$ cat config.mk
export PLATFORM = sky130hd
export DESIGN_NAME = pipe_stage_reg
export DESIGN_NICKNAME = d
export VERILOG_FILES = /design/src/rtl/pipe_pkg.sv /design/src/rtl/pipe_entry.sv /design/src/rtl/pipe_stage_reg.sv
export SDC_FILE = /design/constraint.sdc
export NUM_CORES = 1
export LEC_CHECK = 0
export ABC_CLOCK_PERIOD_IN_PS = 3000
export BUFFER_PORTS_ARGS = -buffer_cell sky130_fd_sc_hd__clkbuf_2
export CAP_MARGIN = 25
export CORE_MARGIN = 4
export CORE_UTILIZATION = 48
export DETAILED_ROUTE_END_ITERATION = 8
export GPL_ROUTABILITY_DRIVEN = 0
export GPL_TIMING_DRIVEN = 1
export PLACE_DENSITY_LB_ADDON = 0.05
export SLEW_MARGIN = 25
export SYNTH_ARGS = -nofsm -noshare
export SYNTH_HDL_FRONTEND = slang
export SYNTH_SLANG_ARGS = --single-unit
$ cat constraint.sdc
create_clock -name clk -period 3 [get_ports clk]
set_input_delay 0.6 -clock clk [delete_from_list [all_inputs] [get_ports clk]]
set_output_delay 0.6 -clock clk [all_outputs]
set_load 0.01 [all_outputs]
$ cat src/rtl/pipe_pkg.sv
// Shared defaults and occupancy-state names for the IF/ID pipeline stage register.
package pipe_pkg;

  localparam int PC_W_DEF    = 32;
  localparam int INSTR_W_DEF = 32;
  localparam logic [INSTR_W_DEF-1:0] NOP_INSTR_DEF = '0;

  typedef enum logic [1:0] {
    EMPTY = 2'd0,
    ONE   = 2'd1,
    FULL  = 2'd2
  } state_e;

  // Occupancy is never stored separately; it is always recovered from the two valid flags.
  function automatic state_e state_of(input logic main_v, input logic skid_v);
    return skid_v ? FULL : (main_v ? ONE : EMPTY);
  endfunction

endpackage

$ cat src/rtl/pipe_entry.sv
// One valid+payload register. Clear drops valid and rewrites the payload bits selected
// by CLR_MASK with CLR_VAL; the other bits keep their last value.
module pipe_entry #(
  parameter int W = 8,
  parameter logic [W-1:0] RST_VAL  = '0,
  parameter logic [W-1:0] CLR_MASK = '0,
  parameter logic [W-1:0] CLR_VAL  = '0
) (
  input  logic         clk,
  input  logic         rst_n,
  input  logic         load,
  input  logic         clear,
  input  logic [W-1:0] d,
  output logic         valid,
  output logic [W-1:0] q
);

  logic         valid_reg;
  logic [W-1:0] q_reg;

  always_ff @(posedge clk) begin
    if (!rst_n) begin
      valid_reg <= 1'b0;
      q_reg     <= RST_VAL;
    end else if (clear) begin
      valid_reg <= 1'b0;
      q_reg     <= (q_reg & ~CLR_MASK) | (CLR_VAL & CLR_MASK);
    end else if (load) begin
      valid_reg <= 1'b1;
      q_reg     <= d;
    end
  end

  assign valid = valid_reg;
  assign q     = q_reg;

endmodule

$ cat src/rtl/pipe_stage_reg.sv
// IF/ID stage register built as a two-entry skid buffer (main drives outputs, skid absorbs a stall).
// Define PIPE_STAGE_PERF_EN to add the saturating stall_cnt / flush_cnt outputs.
module pipe_stage_reg
  import pipe_pkg::*;
#(
  parameter int PC_W    = PC_W_DEF,
  parameter int INSTR_W = INSTR_W_DEF,
  parameter logic [INSTR_W-1:0] NOP_INSTR = INSTR_W'(NOP_INSTR_DEF)
) (
  input  logic               clk,
  input  logic               rst_n,
  input  logic               in_valid,
  output logic               in_ready,
  input  logic [PC_W-1:0]    in_pc4,
  input  logic [INSTR_W-1:0] in_instr,
  input  logic               flush,
  output logic               out_valid,
  input  logic               out_ready,
  output logic [PC_W-1:0]    out_pc4,
  output logic [INSTR_W-1:0] out_instr
`ifdef PIPE_STAGE_PERF_EN
  ,
  output logic [15:0]        stall_cnt,
  output logic [15:0]        flush_cnt
`endif
);

  localparam int PW = PC_W + INSTR_W;
  localparam logic [PW-1:0] MAIN_RST  = {{PC_W{1'b0}}, NOP_INSTR};
  localparam logic [PW-1:0] MAIN_MASK = {{PC_W{1'b0}}, {INSTR_W{1'b1}}};

  logic          main_valid, skid_valid;
  logic [PW-1:0] main_q, skid_q, main_d, in_payload;
  logic          main_load, main_clear, skid_load, skid_clear;
  logic          accept, drain, skid_valid_next;
  logic          in_ready_reg, in_ready_next;
  state_e        state;

  assign in_payload = {in_pc4, in_instr};
  assign state      = state_of(main_valid, skid_valid);
  assign accept     = in_valid & in_ready_reg;
  assign drain      = main_valid & out_ready;
  assign main_d     = skid_valid ? skid_q : in_payload;

  always_comb begin
    main_load  = 1'b0;
    main_clear = 1'b0;
    skid_load  = 1'b0;
    skid_clear = 1'b0;
    case (state)
      EMPTY: main_load = accept;
      ONE: begin
        main_load  = drain & accept;
        main_clear = drain & ~accept;
        skid_load  = accept & ~drain;
      end
      FULL: begin
        main_load  = drain;
        skid_clear = drain;
      end
      default: ;
    endcase
    // Flush wins over every handshake: both entries are emptied and the incoming beat is dropped.
    if (flush) begin
      main_load  = 1'b0;
      skid_load  = 1'b0;
      main_clear = 1'b1;
      skid_clear = 1'b1;
    end
  end

  assign skid_valid_next = skid_load | (skid_valid & ~skid_clear);
  assign in_ready_next   = ~skid_valid_next;

  always_ff @(posedge clk) begin
    if (!rst_n) in_ready_reg <= 1'b1;
    else        in_ready_reg <= in_ready_next;
  end

  pipe_entry #(
    .W(PW), .RST_VAL(MAIN_RST), .CLR_MASK(MAIN_MASK), .CLR_VAL(MAIN_RST)
  ) u_main (
    .clk(clk), .rst_n(rst_n), .load(main_load), .clear(main_clear),
    .d(main_d), .valid(main_valid), .q(main_q)
  );

  pipe_entry #(
    .W(PW), .RST_VAL('0), .CLR_MASK('0), .CLR_VAL('0)
  ) u_skid (
    .clk(clk), .rst_n(rst_n), .load(skid_load), .clear(skid_clear),
    .d(in_payload), .valid(skid_valid), .q(skid_q)
  );

  assign in_ready  = in_ready_reg;
  assign out_valid = main_valid;
  assign out_pc4   = main_q[PW-1:INSTR_W];
  assign out_instr = main_q[INSTR_W-1:0];

`ifdef PIPE_STAGE_PERF_EN
  logic [1:0] perf_inc;
  assign perf_inc = {flush, main_valid & ~out_ready};

  for (genvar gi = 0; gi < 2; gi++) begin : g_perf
    logic [15:0] cnt_reg;
    always_ff @(posedge clk) begin
      if (!rst_n)
        cnt_reg <= '0;
      else if (perf_inc[gi] && cnt_reg != 16'hFFFF)
        cnt_reg <= cnt_reg + 16'd1;
    end
  end

  assign stall_cnt = g_perf[0].cnt_reg;
  assign flush_cnt = g_perf[1].cnt_reg;
`endif

endmodule

==> flow_summary.json <==
{
  "outcome": "finished, final reports clean",
  "antenna_left": 0,
  "finalHoldViolCount": 0,
  "grt_max_degree": 97,
  "fin_crit_ns": 2.199,
  "hpwl_um": 10310,
  "async_reset_ff_frac": 0,
  "final_cells": 889,
  "ys_ff_latch": 131,
  "power_density_nw_per_um2": 589.5,
  "synth_adder_area_share": 0,
  "finalClockSkew_ns": 0.006300,
  "required_ns": 3.36,
  "clkLatencyLatePin_ns": 0.43,
  "placedCellCount": 857,
  "yosysTopAreaCellShare": 0.4414,
  "synth.cell_area_um2": 5941,
  "pin_count": 135,
  "rows": 40,
  "hold_path_class": "in2reg",
  "cts_resized": 0,
  "core-area_um2": 12060,
  "cts_setup_buffers": 0,
  "grt_use_total": 0.2344,
  "antennaDiodeCount": 0,
  "crit_type": "reg2reg",
  "io_buffers": 134,
  "grt_pass1_wl_um": 26870,
  "path_clk_slew_ns": 0.06,
  "initial_core_util": 0.4925,
  "avgRoutedWirePerCell_um": 18.46,
  "synth_seq_area_share": 0.4414,
  "viasPerCell": 5.904,
  "syn_to_final_growth_pct": 20.37,
  "routed_wl_um": 16410,
  "rsz0062_at_grt": "false",
  "ctsHoldBuffers": 0,
  "num_vias": 5249,
  "start_kind": "register",
  "synthFlopType": "dfxtp_1",
  "cts_sinks": 131,
  "critPathArrivalTime_ns": 2.56,
  "fin_util": 0.5928,
  "dieArea_um2": 14220,
  "cts_tree": "done",
  "relSlewSlack": 0.4054,
  "hold_slack_ns": 0.4201,
  "final_common_cell": "clkbuf_2",
  "synth.avg_cell_area_um2": 9.675,
  "tns_ns": 0,
  "layout.nets": 777,
  "synth_edf_count": 0,
  "clockBufferDepth": 2,
  "synthMuxAreaShare": 0.1078,
  "clock.fmax_ghz": 0.4548,
  "drtIter0Drc": 419,
  "grt_pass1_vias": 5104,
  "synthSimpleGateAreaFrac": 0.09035,
  "synth-xor-area-share": 0,
  "ir_drop_v": 0.0003952,
  "clockRootBuffer": "clkbuf_16",
  "tightest_slew_ns": 0.8919,
  "final_cell_mix": "clkbuf_2, dfxtp_1, nand3_1, mux2i_1",
  "power.leakage_nw": 2.645,
  "htreeDepth": 4,
  "worst_r2r_startpoint": "u_skid.valid$_SDFFE_PP0P_",
  "overflow": 0,
  "power_mw": 4.215,
  "drtPass1Iterations": 5,
  "yosys-top-cells-area": "dfxtp_1, mux2i_1, a21boi_1, o221a_2, nand3_1",
  "end_kind": "register",
  "cp-startpoint": "u_skid.valid$_SDFFE_PP0P_",
  "antenna_found_initial": 0,
  "syn_nets": 683,
  "cp_max_fo": 24,
  "maxSlewViolCount": 0,
  "route.detailed.drc": 0,
  "setup_violations": 0,
  "die_height_um": 119.3,
  "synth_cell_types": 28,
  "synth_cells": 614,
  "drv_cap": 0,
  "ys_warn_count": 0,
  "cts_made_buffers": 17,
  "drive_above_1_share": 0.3093,
  "synth_top_family_by_area": "compound AO/OA/AOI/OAI gates",
  "chipWidth_um": 119.3,
  "yosysTopAreaCell": "dfxtp_1",
  "hp-start": "in_instr[10]",
  "min_period_over_period": 0.7329,
  "synth_compound_area_frac": 0.2875
}
path summary, 6_finish.rpt:
| path | endpoint | cells past startpoint | slack (ns) |
|---|---|---|---|
| worst min register to register | u_skid.q[47]$_SDFFE_PN0P_ | 2 | 0.48 |
| worst min-delay path | u_skid.q[10]$_SDFFE_PN0P_ | 3 | 0.42 |
| worst max-delay path | u_main.q[55]$_SDFFE_PN0P_ | 4 | 0.80 |
| worst max register to register | u_main.q[55]$_SDFFE_PN0P_ | 4 | 0.80 |
metal layers:
layer	part of all wire	wire [um]	vias to the layer above	global-route usage
li1	-	-	2502	-
met1	0.45	7336	2547	0.3092
met2	0.47	7782	176	0.3638
met3	0.062	1013	24	0.06125
met4	0.017	280	0	0.09631
met5	0	0	-	0
report_power, final:
group          internal (mW)  leakage [nW]  switching (mW)
Combinational          0.166          1.29           0.230
Clock                   1.25         0.289           0.750
Sequential              1.79          1.07          0.0291
stage by stage:
step	setup slack (ns)	instance area, um^2
4_1_cts	0.8288	7151
3_5_place_dp	0.5867	6581
2_1_floorplan	1.307	5941
6_report	0.8012	7151
5_1_grt	0.7017	7151
3_3_place_gp	0.6303	6581
critical path, stage by stage (launching register included):
cell and delay (ns):
dfxtp_4 0.54, a21o_1 0.45, and4_2 0.69, buf_12 0.24, o221a_2 0.21
synthesized netlist by cell type (3+ instances only):
cell type / n
nand2_1: 36
a211oi_1: 31
buf_6: 14
a21boi_1: 60
o21ai_1: 60
clkbuf_1: 40
a21boi_0: 4
buf_2: 16
mux2i_1: 64
dfxtp_1: 131
nand3_1: 65
buf_1: 6
a41oi_1: 31
o21ai_0: 4
nand2b_1: 3
o221a_2: 32
layout make-up:
type | instances | area (um^2)
flip-flops and latches | 131 | 2626
inverters | 2 | 7.507
well taps | 168 | 210.2
clock buffers | 20 | 456.7
fillers | 1098 | 4911
repair buffers | 153 | 838.3
multi-input cells | 403 | 2899
clock inverters | 12 | 112.6
cells by family after synthesis:
logic type	Yosys count
AOI/OAI and AO/OA	228
DFF	131
and+or+nand+nor	111
buffers and inverters	80
muxes	64
Power figures use the tool's default switching activity.
